--- src/rtl/md_pkg.sv ---
// ----------------------------------------------------------------------------
// md_pkg : op/state encodings and counter sizing shared by mul_div_unit.
// Rev 1.0
// ----------------------------------------------------------------------------
`default_nettype none

package md_pkg;

   localparam int MD_WIDTH = 32;
   localparam int CNT_W    = $clog2(MD_WIDTH) + 1;

   localparam logic [1:0] OP_MULT  = 2'b00;
   localparam logic [1:0] OP_MULTU = 2'b01;
   localparam logic [1:0] OP_DIV   = 2'b10;
   localparam logic [1:0] OP_DIVU  = 2'b11;

   typedef enum logic [1:0] {
      S_IDLE = 2'd0,
      S_RUN  = 2'd1,
      S_SIGN = 2'd2,
      S_DONE = 2'd3
   } state_t;

   function automatic logic is_signed_op(input logic [1:0] op);
      return (op == OP_MULT) || (op == OP_DIV);
   endfunction

endpackage

`default_nettype wire

--- src/rtl/md_step.sv ---
// ----------------------------------------------------------------------------
// md_step : one shift-add multiply or restoring-divide iteration.
// Rev 1.0
// ----------------------------------------------------------------------------
`default_nettype none

module md_step #(
   parameter int WIDTH = 32
) (
   input  logic [2*WIDTH:0]  i_acc,
   input  logic [WIDTH-1:0]  i_operand,
   input  logic              i_div,
   output logic [2*WIDTH:0]  o_acc
);

   logic [WIDTH:0]   w_lhs;
   logic [WIDTH:0]   w_rhs;
   logic [WIDTH+1:0] w_sum;

   // One adder serves both modes: subtract is lhs + ~rhs + 1, and the
   // carry out of the W+1-bit sum is the "remainder >= divisor" flag.
   always_comb begin
      w_lhs = i_div ? {i_acc[2*WIDTH-1:WIDTH], i_acc[WIDTH-1]} : i_acc[2*WIDTH:WIDTH];
      w_rhs = i_div ? ~{1'b0, i_operand}
                    : ({1'b0, i_operand} & {(WIDTH+1){i_acc[0]}});
      w_sum = {1'b0, w_lhs} + {1'b0, w_rhs} + {{(WIDTH+1){1'b0}}, i_div};
      if (i_div) begin
         if (w_sum[WIDTH+1]) begin
            o_acc = {w_sum[WIDTH:0], i_acc[WIDTH-2:0], 1'b1};
         end else begin
            o_acc = {w_lhs, i_acc[WIDTH-2:0], 1'b0};
         end
      end else begin
         o_acc = {1'b0, w_sum[WIDTH:0], i_acc[WIDTH-1:1]};
      end
   end

endmodule

`default_nettype wire

--- src/rtl/mul_div_unit.sv ---
// ----------------------------------------------------------------------------
// mul_div_unit : iterative MULT/MULTU/DIV/DIVU with HI/LO result registers.
// Rev 1.0
// ----------------------------------------------------------------------------
`default_nettype none

module mul_div_unit
   import md_pkg::*;
#(
   parameter int WIDTH = MD_WIDTH
) (
   input  logic             clk,
   input  logic             reset,
   input  logic             i_start,
   input  logic [1:0]       i_op,
   input  logic [WIDTH-1:0] i_op_a,
   input  logic [WIDTH-1:0] i_op_b,
   input  logic             i_hi_we,
   input  logic             i_lo_we,
   input  logic [WIDTH-1:0] i_wdata,
   output logic [WIDTH-1:0] o_hi,
   output logic [WIDTH-1:0] o_lo,
   output logic             o_busy,
   output logic             o_done
);

   state_t               r_state;
   state_t               w_next;
   logic [CNT_W-1:0]     r_cnt;
   logic                 r_div;
   logic                 r_sign_a;
   logic                 r_sign_b;
   logic                 r_dz;
   logic [WIDTH-1:0]     r_b;
   logic [2*WIDTH:0]     r_acc;
   logic [2*WIDTH:0]     w_step;
   logic [WIDTH-1:0]     r_hi;
   logic [WIDTH-1:0]     r_lo;
   logic                 r_busy;
   logic                 r_done;

   logic                 w_idle;
   logic                 w_accept;
   logic                 w_neg_a;
   logic                 w_neg_b;
   logic [WIDTH-1:0]     w_mag_a;
   logic [WIDTH-1:0]     w_mag_b;
   logic                 w_neg_res;
   logic [2*WIDTH-1:0]   w_prod;
   logic [WIDTH-1:0]     w_quo;
   logic [WIDTH-1:0]     w_rem;

   assign w_idle    = (r_state == S_IDLE) || (r_state == S_DONE);
   assign w_accept  = w_idle && i_start;
   assign w_neg_a   = is_signed_op(i_op) && i_op_a[WIDTH-1];
   assign w_neg_b   = is_signed_op(i_op) && i_op_b[WIDTH-1];
   assign w_mag_a   = w_neg_a ? -i_op_a : i_op_a;
   assign w_mag_b   = w_neg_b ? -i_op_b : i_op_b;

   // Divide-by-zero needs no special iteration: dividing by 0 yields
   // remainder = |a|, which the sign fix turns back into a; only LO is forced.
   assign w_neg_res = r_sign_a ^ r_sign_b;
   assign w_prod    = w_neg_res ? -r_acc[2*WIDTH-1:0] : r_acc[2*WIDTH-1:0];
   assign w_quo     = r_dz ? {WIDTH{1'b1}}
                           : (w_neg_res ? -r_acc[WIDTH-1:0] : r_acc[WIDTH-1:0]);
   assign w_rem     = r_sign_a ? -r_acc[2*WIDTH-1:WIDTH] : r_acc[2*WIDTH-1:WIDTH];

   md_step #(
      .WIDTH     (WIDTH)
   ) u_step (
      .i_acc     (r_acc),
      .i_operand (r_b),
      .i_div     (r_div),
      .o_acc     (w_step)
   );

   always_ff @(posedge clk or posedge reset) begin
      if (reset) begin
         r_state <= S_IDLE;
      end else begin
         r_state <= w_next;
      end
   end

   always_comb begin
      w_next = r_state;
      case (r_state)
         S_IDLE:  if (i_start) w_next = S_RUN;
         S_RUN:   if (r_cnt == CNT_W'(WIDTH - 1)) w_next = S_SIGN;
         S_SIGN:  w_next = S_DONE;
         S_DONE:  w_next = i_start ? S_RUN : S_IDLE;
         default: w_next = S_IDLE;
      endcase
   end

   always_ff @(posedge clk or posedge reset) begin
      if (reset) begin
         r_cnt    <= '0;
         r_div    <= 1'b0;
         r_sign_a <= 1'b0;
         r_sign_b <= 1'b0;
         r_dz     <= 1'b0;
         r_b      <= '0;
         r_acc    <= '0;
         r_hi     <= '0;
         r_lo     <= '0;
         r_busy   <= 1'b0;
         r_done   <= 1'b0;
      end else begin
         if (w_accept) begin
            r_div    <= i_op[1];
            r_sign_a <= w_neg_a;
            r_sign_b <= w_neg_b;
            r_dz     <= i_op[1] && (i_op_b == '0);
            r_b      <= w_mag_b;
            r_acc    <= {{(WIDTH+1){1'b0}}, w_mag_a};
            r_cnt    <= '0;
         end else if (r_state == S_RUN) begin
            r_acc    <= w_step;
            r_cnt    <= r_cnt + CNT_W'(1);
         end

         // A start on the same edge wins over MTHI/MTLO.
         if (r_state == S_SIGN) begin
            if (r_div) begin
               r_hi <= w_rem;
               r_lo <= w_quo;
            end else begin
               r_hi <= w_prod[2*WIDTH-1:WIDTH];
               r_lo <= w_prod[WIDTH-1:0];
            end
         end else if (w_idle && !i_start) begin
            if (i_hi_we) r_hi <= i_wdata;
            if (i_lo_we) r_lo <= i_wdata;
         end

         r_busy <= (w_next == S_RUN) || (w_next == S_SIGN);
         r_done <= (w_next == S_DONE);
      end
   end

   assign o_hi   = r_hi;
   assign o_lo   = r_lo;
   assign o_busy = r_busy;
   assign o_done = r_done;

endmodule

`default_nettype wire
--- config.mk ---
export PLATFORM = sky130hd
export DESIGN_NAME = mul_div_unit
export DESIGN_NICKNAME = d
export VERILOG_FILES = /design/src/rtl/md_pkg.sv /design/src/rtl/md_step.sv /design/src/rtl/mul_div_unit.sv
export SDC_FILE = /design/constraint.sdc
export NUM_CORES = 1
export LEC_CHECK = 0
export CORE_MARGIN = 1
export CORE_UTILIZATION = 50
export DETAILED_ROUTE_END_ITERATION = 8
export HOLD_SLACK_MARGIN = 0.1
export PLACE_DENSITY = 0.73
export SETUP_SLACK_MARGIN = 0.3
export SYNTH_ARGS = -nofsm -noshare
export SYNTH_HDL_FRONTEND = slang
export SYNTH_HIERARCHICAL = 1
export SYNTH_SLANG_ARGS = --single-unit
--- constraint.sdc ---
create_clock -name clk -period 19.3 [get_ports clk]
set_clock_uncertainty 0.15 [all_clocks]
set_input_delay 5.79 -clock clk [delete_from_list [all_inputs] [get_ports clk]]
set_output_delay 5.79 -clock clk [all_outputs]
set_load 0.005 [all_outputs]
# [Word-level counts from Yosys, hierarchy flattened]
# Index checks and enable logic that the tools add are counted.
[word_totals] elab_cells=75 ff_bits=175
[classes] n_bitwise=3 mux=26 n_reduce_logical=18 n_eq_ne=8 n_addsub=8
[op_table] op="2-to-1 mux 32 bit" count=13
[op_table] op="2-to-1 mux 65 bit" count=4
[op_table] op="negation 32 bit" count=4
[op_table] op="2-to-1 mux 33 bit" count=2
[op_table] op="2-to-1 mux 64 bit" count=1
[op_table] op="negation 64 bit" count=1
[op_table] op="adder 33 x 33 -> 34 bit" count=1
[op_table] op="adder 34 x 1 -> 34 bit" count=1
[op_table] op="AND 32 x 33 -> 33 bit" count=1
[op_table] op="NOT 32 -> 33 bit" count=1
[op_table] op="zero test 32 bit" count=1
[op_table] op="2-to-1 mux 6 bit" count=2
[op_table] op="equality test 2 bit, second input constant" count=5
[op_table] op="one-hot mux 2 bit (4 select lines)" count=1
[op_table] op="nonzero test 2 bit" count=4
[op_table] op="adder 6 x 1 -> 6 bit, second input constant" count=1
[op_table] op="equality test 6 x 5 -> 1 bit, second input constant" count=1
[op_table] op="logical AND 1 bit" count=5
[op_table] op="equality test 2 x 1 -> 1 bit, second input constant" count=2
[op_table] op="zero test 2 bit" count=2
[op_table] op="2-to-1 mux 2 bit" count=2
[op_table] op="AND reduction 2 bit" count=2
[op_table] op="logical OR 1 bit" count=3
[op_table] op="zero test 1 bit" count=1
[op_table] op="2 further kinds" count=2

# [Longest topological paths before layout]
# Gate-level depths: netlist of run 1.
[logic_depth] ltp_word=8 ltp_mapped=20 mapped_depth_nobuf=16

# [By module]
# The synthesis of run 1 kept the hierarchy.
[modules_own_cells] module="mul_div_unit" area_each_um2=10751.6 n_inst=1 cells_each=1184
[modules_own_cells] module="md_step" area_each_um2=3520.9 n_inst=1 cells_each=544

# [Worst setup path before layout of run 1]
# Ideal clock, no wire load.
[synth_path] kind="input-to-reg" from="in i_op_a[11]" to="reg r_acc[27]" t_arrival_ns=7.861 path_stages=7 path_slack_ns=11.152 path_cell_list="or4_4 -> or4_4 -> buf_6 -> or4_4 -> o31ai_2 -> xor2_1 -> a21oi_1"
[synth_via] elab_chain_len=3
[synth_lines] item="from (decl)" line="mul_div_unit.sv:16" rtl="input logic [WIDTH-1:0] i_op_a,"
[synth_lines] item="negation 32 bit" line="mul_div_unit.sv:57" rtl="assign w_mag_a = w_neg_a ? -i_op_a : i_op_a;"
[synth_lines] item="2-to-1 mux 32 bit" line="mul_div_unit.sv:57"
[synth_lines] item="2-to-1 mux 65 bit" line="mul_div_unit.sv:110" rtl="if (w_accept) begin"
[synth_lines] item="to (signal assigned)" line="mul_div_unit.sv:116" rtl="r_acc <= {{(WIDTH+1){1'b0}}, w_mag_a};"
[synth_lines] item="to (signal assigned)" line="mul_div_unit.sv:119" rtl="r_acc <= w_step;"
[synth_lines] item="to (decl)" line="mul_div_unit.sv:35" rtl="logic [2*WIDTH:0] r_acc;"
# No other way between the ends.
# A chain may end at the register's enable or synchronous reset.

# [Worst setup path in the final report of run 1]
[layout_path] from="in i_op_a[1]" to="reg r_acc[27]"
# The elaborated chain is that of the path after synthesis.

==> qor.yml, run 1 <==
peakVddDrop_v: 0.0000806
synth_top_area_share_pct: 30.7
end_kind: "flip-flop"
syn_avg_cell_area_um2: 8.26
grt_overflow: 0
nNetsFinal: 1957
n_fill_cell: 2526
ys_types: 83
fin_tns_setup_ps: 0
hold_buffers: 0
grt_pass1_vias: 12100
start_util_pct: 51.1
num_rows: 61
hold_viol: 0
synth_nets: 1874
hold_path_class: "flip-flop to flip-flop"
worstMarginPinSlew_ps: 961
dpl.hpwl_um: 31200
netlist_area_um2: 14300
antenna_found_initial: 0
drv_cap: 0
seq_area_frac_synth_pct: 30.7
synth_seq_cells: 175
synth_area_leader_cell: "dfrtp_1"
via_per_inst: 6.08
routed_wl_um: 42700
final_cell_count_no_fill: 2202
fin_area_um2: 16700
cts.htree.levels: 4
synth-main-ff-cell: "dfrtp_1"
p_total_uw: 3530
io_buffers: 168
track_usage_pct: 29.3
grt_pass1_wl_um: 66600
clock_path_buffers: 2
place_area_um2: 16100
path_max_fanout: 7
io_pins: 169
place.gp.congestion: 0.935
ys_top_cells_by_area: "dfrtp_1 31%, mux2i_1 5.9%, xnor2_1 5.3%"
p_leak_uw: 0.00669
post-cts-setup-buffer-count: 0
numClockSinks: 175
cts_tree: "done"
cts_resized: 0
grt_max_degree: 104
insertion_delay_ps: 440
fmax_mhz: 120
critPathRequiredTime_ps: 19440
die_w_um: 171
clk_pin_slew_ps: 80
power_density_nw_per_um2: 211
final_max_slew_viol_count: 0
status: "finished, final reports clean"
synthArstFlopShare_pct: 100
synthesis.instances: 1728
area_delta_synth_final_pct: 17.2
die_h_um: 171
synth_edf_count: 0
drive_above_1_share_pct: 7.79
routedWlPerCell_um: 19.4
clock_tree.root_cell: "clkbuf_16"
die_area_um2: 29200
yosysWarnings: 6
fp.coreArea_um2: 27900
first_pass_iters: 8
num_vias: 13400
cp.arrival_ps: 8440
fin_crit_ps: 8300
setup_viol: 0
rsz0062_at_grt: "false"
dr.first_iter.drc_count: 1437
antenna_left: 0
slew_headroom_pct: 36.0
n_antenna_cell: 0
start_kind: "input pin"
drc_errors: 0
cts_buffers: 17
fin_crit_sh_pct: 43.0
worstSetupPathType: "input pin to flip-flop"
dp_cells: 2170
==> registers in the layout (all words and copies together) (netlist names) <==
name,count
r_sign_a,1
o_done,1
r_cnt,6
r_acc,65
r_sign_b,1
r_dz,1
r_state,2
o_lo,32
o_busy,1
o_hi,32
r_b,32
r_div,1
==> path summary, 6_finish.rpt <==
kind,cells after the start,to,from,slack (ps)
max,7,r_acc[27]$_DFFE_PP0P_,i_op_a[1],11000
min reg2reg,2,r_b[10]$_DFFE_PP0P_,r_b[10]$_DFFE_PP0P_,350
min in group asynchronous,2,r_cnt[4]$_DFFE_PP0P_,reset,5730
min,2,r_b[10]$_DFFE_PP0P_,r_b[10]$_DFFE_PP0P_,350
max in group asynchronous,3,r_acc[7]$_DFFE_PP0P_,reset,11750
max reg2reg,14,r_acc[56]$_DFFE_PP0P_,r_div$_DFFE_PP0P_,13630
==> critical path, stage by stage <==
cell	delay (ps)
clkdlybuf4s50_1	450
or3_1	440
or4_1	640
or4_4	640
o31ai_2	250
xor2_1	160
a21oi_1	70
==> Yosys cell counts (6+ instances only) <==
library cell	count
nand3_1	12
xor2_1	63
nand2b_1	18
nand4_1	16
nor3_1	36
o21ai_0	134
o41ai_1	12
nor2b_1	71
clkbuf_1	99
a211oi_1	64
mux2_2	61
a21o_1	17
nand2_1	194
nor3b_1	6
nor2_1	138
o22ai_1	15
or3_1	12
inv_1	27
dfrtp_1	175
or4_1	17
mux2i_1	84
buf_6	6
nor4_1	22
o21a_1	7
o211ai_1	6
ha_1	41
o31ai_1	22
buf_1	9
a31oi_1	40
a21oi_1	123
xnor2_1	86
==> cell type report <==
class / count / area [um2] / area share [%]
multi-input combinational: 1405 / 9330 / 55.8
sequential: 175 / 4380 / 26.2
timing repair buffer: 184 / 1800 / 10.8
tap: 378 / 473 / 2.83
clock buffer: 17 / 425 / 2.54
clock inverter: 15 / 194 / 1.16
inverter: 28 / 110 / 0.658
==> logic make-up after synthesis <==
logic type / Yosys count / share of synthesized area, %
AO/OA/AOI/OAI: 490 / 21.4
multiplexers: 145 / 10.7
buffers and inverters: 148 / 4.28
flip-flops: 175 / 30.7
XOR/XNOR: 149 / 9.14
AND/OR/NAND/NOR: 578 / 19.9
adder cells (fa/ha/maj): 43 / 3.87
==> per-stage QoR <==
step	worst slack, ps	util [%]	hold slack, ps
6_report	11000	59.9	347
5_1_grt	10860	59.9	371
4_1_cts	11010	59.9	353
3_5_place_dp	10540	57.6	337
3_3_place_gp	10580	57.6	330
2_1_floorplan	8610	-	299
==> placed cells by master, fill, tap and decap left out, types with 15 or more instances in the layout <==
| cell type | count |
|---|---|
| nand2_1 | 194 |
| dfrtp_1 | 174 |
| clkdlybuf4s50_1 | 168 |
| nor2_1 | 138 |
| o21ai_0 | 134 |
| a21oi_1 | 123 |
| xnor2_1 | 86 |
| mux2i_1 | 84 |
| nor2b_1 | 69 |
| a211oi_1 | 64 |
| xor2_1 | 63 |
| mux2_2 | 61 |
| a31oi_1 | 40 |
| ha_1 | 39 |
| nor3_1 | 36 |
| inv_1 | 26 |
| nor4_1 | 22 |
| o31ai_1 | 22 |
| or4_1 | 17 |
| nand2b_1 | 17 |
| a21o_1 | 17 |
| clkbuf_16 | 17 |
| nand4_1 | 16 |
| buf_4 | 16 |
| o22ai_1 | 15 |
==> layer usage <==
metal | vias up | global-route usage [%] | wire, um
met3 | 57 | 4.19 | 3270
li1 | 6414 | - | -
met2 | 560 | 43.5 | 18400
met1 | 6360 | 43.6 | 20100
met4 | 0 | 8.81 | 953
met5 | - | 0 | 0
==> power breakdown <==
part | switching (uW) | internal (uW) | total [uW]
Sequential | 276 | 545 | 821
Clock | 172 | 198 | 370
Combinational | 1310 | 1030 | 2340
(Power assumes the default switching activity.)
==> run 2, diff against run 1 <==
PLACE_DENSITY = 0.75   (was 0.73)
clock period = 7.09 ns   (was 19.3 ns; I/O delays follow)
==> qor.yml, run 2 (synthesis results as in run 1) <==
cts_resized: 0  # unchanged
die_area_um2: 29200  # unchanged
n_antenna_cell: 0  # unchanged
start_util_pct: 51.1  # unchanged
top_register: "r_acc"
n_fill_cell: 2518  # -0.32%
drive_above_1_share_pct: 7.99  # +0.21 points
insertion_delay_ps: 440  # about the same
antenna_left: 0  # unchanged
grt_max_degree: 101  # -2.9%
routedWlPerCell_um: 19.3  # -0.22%
num_vias: 13400  # +0.37%
final_common_cell: "nand2_1"
clk_pin_slew_ps: 70  # about the same
start_kind: "flip-flop"
path_delay_family: "compound AO/OA/AOI/OAI gates"
dr.first_iter.drc_count: 1716  # +19%
setup_viol: 0  # unchanged
track_usage_pct: 29.4  # +0.18 points
area_delta_synth_final_pct: 17.5
first_pass_iters: 6  # -2
hold_buffers: 0  # unchanged
status: "finished, final reports clean"
peakVddDrop_v: 0.000244  # +200%
rsz0062_at_grt: "false"
numClockSinks: 175  # unchanged
path_max_fanout: 50  # +43
r2r_slack_ps: 1900  # -11730 ps
crit_chain: "inv_1 -> o21ai_0 -> ha_1 -> o211ai_1 -> a21oi_1 -> o211ai_1 -> o41ai_1 -> o21ai_0 -> o21ai_1 -> a221oi_1 -> xor2_1 -> o22ai_1 -> mux2i_1 -> nor2_1"
place.gp.congestion: 0.954  # +2.1%
power_density_nw_per_um2: 576  # +170%
cts_buffers: 17  # unchanged
nNetsFinal: 1960  # +0.15%
path_buf_inv: 1  # unchanged
p_leak_uw: 0.00671  # +0.34%
critPathRequiredTime_ps: 7220  # -12220 ps
fin_crit_sh_pct: 73.2
cts_tree: "done"
die_w_um: 171  # unchanged
drv_cap: 0  # unchanged
hold_path_class: "flip-flop to flip-flop"
die_h_um: 171  # unchanged
grt_pass1_vias: 12200  # +1.0%
via_per_inst: 6.10  # +0.24%
num_rows: 61  # unchanged
critPathSlowestCell: "inv_1"
worstMarginPinSlew_ps: 1180  # +215 ps
grt_pass1_wl_um: 67300  # +1.1%
final_max_slew_viol_count: 0  # unchanged
largest_register_ffs: 65  # unchanged
cp.arrival_ps: 5330  # -3110 ps
routed_wl_um: 42700  # about the same
area.sequential_um2: 4380  # unchanged
dp_cells: 2173  # +0.14%
post-cts-setup-buffer-count: 0  # unchanged
io_pins: 169  # unchanged
clock_tree.root_cell: "clkbuf_16"
fp.coreArea_um2: 27900  # unchanged
hold_viol: 0  # unchanged
fin_crit_ps: 5190
cts.htree.levels: 4  # unchanged
multi_input_area_um2: 9340  # about the same
antenna_found_initial: 0  # unchanged
final_cell_mix: "194 x nand2_1, 174 x dfrtp_1, 168 x clkdlybuf4s50_1"
slew_headroom_pct: 21.6  # -14 points
io_buffers: 168  # unchanged
clock_path_buffers: 2  # unchanged
grt_overflow: 0  # unchanged
worstSetupPathType: "flip-flop to flip-flop"
end_kind: "flip-flop"
slowest_delay_ps: 720  # +80 ps
dpl.hpwl_um: 31600  # +1.4%
final_cell_count_no_fill: 2205  # +0.14%
fmax_mhz: 193
drc_errors: 0  # unchanged
fin_tns_setup_ps: 0  # unchanged
run 2: final timing paths:
kind,to,depth (start not counted),start
min,r_b[8]$_DFFE_PP0P_,2,r_b[8]$_DFFE_PP0P_
max,r_acc[63]$_DFFE_PP0P_,14,r_div$_DFFE_PP0P_
max reg2reg,r_acc[63]$_DFFE_PP0P_,14,r_div$_DFFE_PP0P_
max in group asynchronous,o_hi[31]$_DFFE_PP0P_,3,reset
min reg2reg,r_b[8]$_DFFE_PP0P_,2,r_b[8]$_DFFE_PP0P_
min in group asynchronous,r_acc[44]$_DFFE_PP0P_,2,reset
run 2: final cells by class:
| class | instances | area share, % |
|---|---|---|
| Timing Repair Buffer | 187 | 11.0 |
| Sequential cell | 175 | 26.1 |
| Clock inverter | 15 | 1.15 |
| Tap cell | 378 | 2.82 |
| Inverter | 28 | 0.649 |
| Clock buffer | 17 | 2.54 |
| Multi-Input combinational cell | 1405 | 55.7 |
run 2: worst min-delay path, stage by stage (launching register included):
cell	delay (ps)
dfrtp_1	360
nand2_1	50
o21ai_0	60
run 2: where the power goes:
part | leakage, uW | switching (uW) | internal, uW
logic | 0.00424 | 3630 | 2810
registers | 0.00216 | 726 | 1480
clock network | 0.000304 | 470 | 540
total | 0.00671 | 4830 | 4840
run 2: layer usage:
layer | track usage [%] | share of wire [%] | vias up | routed length, um
met1 | 44.2 | 47 | 6399 | 20200
li1 | - | - | 6413 | -
met3 | 3.42 | 6.8 | 52 | 2910
met2 | 44.1 | 43 | 577 | 18500
met4 | 8.73 | 2.4 | 0 | 1020
met5 | 0 | 0 | - | 0
run 2: metrics by stage:
stage	setup slack, ps	power (uW)	hold WS [ps]	area (um2)	utilization (%)
finish	1900	9670	352	16800	60.0
global route	1560	10400	374	16800	60.0
CTS	1960	9530	356	16800	60.0
detailed placement	1940	8490	341	16200	57.8
global placement	2080	8340	328	16200	57.8
floorplan	2570	6700	299	14300	-
==> run 3, diff against run 2 <==
PLACE_DENSITY = 0.73   (was 0.75)
clock period = 5.1 ns   (was 7.09 ns; I/O delays follow)
==> qor.yml, run 3 (synthesis results as in run 1) <==
num_rows: 61  # unchanged
cp.arrival_ps: 4710  # -620 ps
dpl.hpwl_um: 32600  # +3.0%
n_antenna_cell: 0  # unchanged
insertion_delay_ps: 440  # about the same
r2r_slack_ps: 610  # -1290 ps
rsz0062_at_grt: "false"
via_per_inst: 6.06  # -0.54%
peakVddDrop_v: 0.000304  # +24%
grt_max_degree: 73  # -28%
slowest_delay_ps: 610  # -110 ps
n_fill_cell: 2516  # -0.079%
final_common_cell: "nand2_1"
routedWlPerCell_um: 19.4  # +0.31%
post-cts-setup-buffer-count: 0  # unchanged
largest_register_ffs: 65  # unchanged
nNetsFinal: 1983  # +1.2%
critPathRequiredTime_ps: 5310  # -1910 ps
dr.first_iter.drc_count: 1425  # -17%
io_buffers: 168  # unchanged
status: "finished, final reports clean"
fp.coreArea_um2: 27900  # unchanged
p_leak_uw: 0.00681  # +1.4%
hold_path_class: "flip-flop to flip-flop"
die_h_um: 171  # unchanged
fin_tns_setup_ps: 0  # unchanged
grt_pass1_vias: 12400  # +1.3%
die_area_um2: 29200  # unchanged
first_pass_iters: 7  # +1
cts_resized: 0  # unchanged
path_max_fanout: 24  # -52%
place_area_um2: 16300  # +1.1%
path_delay_family: "compound AO/OA/AOI/OAI gates"
hold_viol: 0  # unchanged
drive_above_1_share_pct: 8.97  # +0.98 points
cts.htree.levels: 4  # unchanged
fin_crit_sh_pct: 88.1  # +15 points
drv_cap: 0  # unchanged
top_register: "r_acc"
antenna_found_initial: 0  # unchanged
start_util_pct: 51.1  # unchanged
antenna_left: 0  # unchanged
grt_pass1_wl_um: 67600  # +0.43%
cts_tree: "done"
start_kind: "flip-flop"
routed_wl_um: 43200  # +1.4%
end_kind: "flip-flop"
io_pins: 169  # unchanged
slew_headroom_pct: 41.2  # +20 points
fin_area_um2: 16900  # +0.84%
grt_overflow: 0  # unchanged
fin_crit_ps: 4490  # -700 ps
place.gp.congestion: 0.945  # -0.94%
final_cell_mix: "194 x nand2_1, 174 x dfrtp_1, 168 x clkdlybuf4s50_1"
final_cell_count_no_fill: 2228  # +1.0%
critPathSlowestCell: "dfrtp_4"
numClockSinks: 175  # unchanged
dp_cells: 2196  # +1.1%
crit_chain: "nor2b_2 -> buf_4 -> mux2i_1 -> fa_1 -> fa_1 -> nand2b_1 -> a21oi_1 -> o211ai_1 -> a21oi_1 -> o21ai_0 -> o21ai_0 -> xor2_1 -> nand2_1 -> a31oi_1 -> mux2i_1 -> nor2_1"
fmax_mhz: 223  # +16%
final_max_slew_viol_count: 0  # unchanged
worstMarginPinSlew_ps: 883  # -293 ps
worstSetupPathType: "flip-flop to flip-flop"
cts_buffers: 17  # unchanged
hold_buffers: 0  # unchanged
power_density_nw_per_um2: 799  # +39%
clock_path_buffers: 2  # unchanged
path_buf_inv: 1  # unchanged
track_usage_pct: 29.7  # +0.28 points
die_w_um: 171  # unchanged
clock_tree.root_cell: "clkbuf_16"
hold_ws_ps: 352  # -0.753 ps
num_vias: 13500  # +0.50%
clk_pin_slew_ps: 70  # about the same
setup_viol: 0  # unchanged
drc_errors: 0  # unchanged
area_delta_synth_final_pct: 18.5
==> run 3: cell type report <==
class	instances	area, um2	share of cell area, %
clock buffer	19	433	2.56
clock inverter	13	148	0.873
inverter	28	109	0.644
multi-input combinational	1405	9330	55.2
sequential	175	4380	25.9
tap	378	473	2.80
timing repair buffer	210	2030	12.0
==> run 3: path summary, 6_finish.rpt <==
kind                                           from                     to  depth (start not counted)
worst min-delay path            r_b[21]$_DFFE_PP0P_    r_b[21]$_DFFE_PP0P_                          2
worst max register to register    r_div$_DFFE_PP0P_  r_acc[62]$_DFFE_PP0P_                         16
worst min register to register  r_b[21]$_DFFE_PP0P_    r_b[21]$_DFFE_PP0P_                          2
worst max-delay path              r_div$_DFFE_PP0P_  r_acc[62]$_DFFE_PP0P_                         16
min in group asynchronous                     reset   r_cnt[1]$_DFFE_PP0P_                          2
max in group asynchronous                     reset      r_div$_DFFE_PP0P_                          3
==> run 3: worst register-to-register path, stage by stage, from the launching register on <==
cell and delay [ps]:
dfrtp_4 610, nor2b_2 150, buf_4 240, mux2i_1 170, fa_1 440, fa_1 430
nand2b_1 190, a21oi_1 200, o211ai_1 220, a21oi_1 280, o21ai_0 330, o21ai_0 300
xor2_1 230, nand2_1 90, a31oi_1 190, mux2i_1 90, nor2_1 110
==> run 3: power by group <==
part / leakage (uW) / internal, uW / switching [uW] / total, uW
sequential: 0.00216 / 2070 / 965 / 3030
clock: 0.000278 / 696 / 637 / 1330
combinational: 0.00436 / 4050 / 5110 / 9160
==> run 3: stage by stage <==
step	util [%]	power [uW]	setup slack [ps]
global placement	58.5	11800	675
floorplan	-	9320	942
global route	60.5	14600	362
finish	60.5	13500	608
CTS	60.5	13300	684
detailed placement	58.5	12000	660
==> run 3: metal layers <==
layer	up-vias	track usage (%)	part of all wire (%)
met4	0	9.24	2.6
met5	-	0	0
met2	570	45.8	44
met1	6414	42.7	46
met3	66	4.56	7.6
li1	6458	-	-
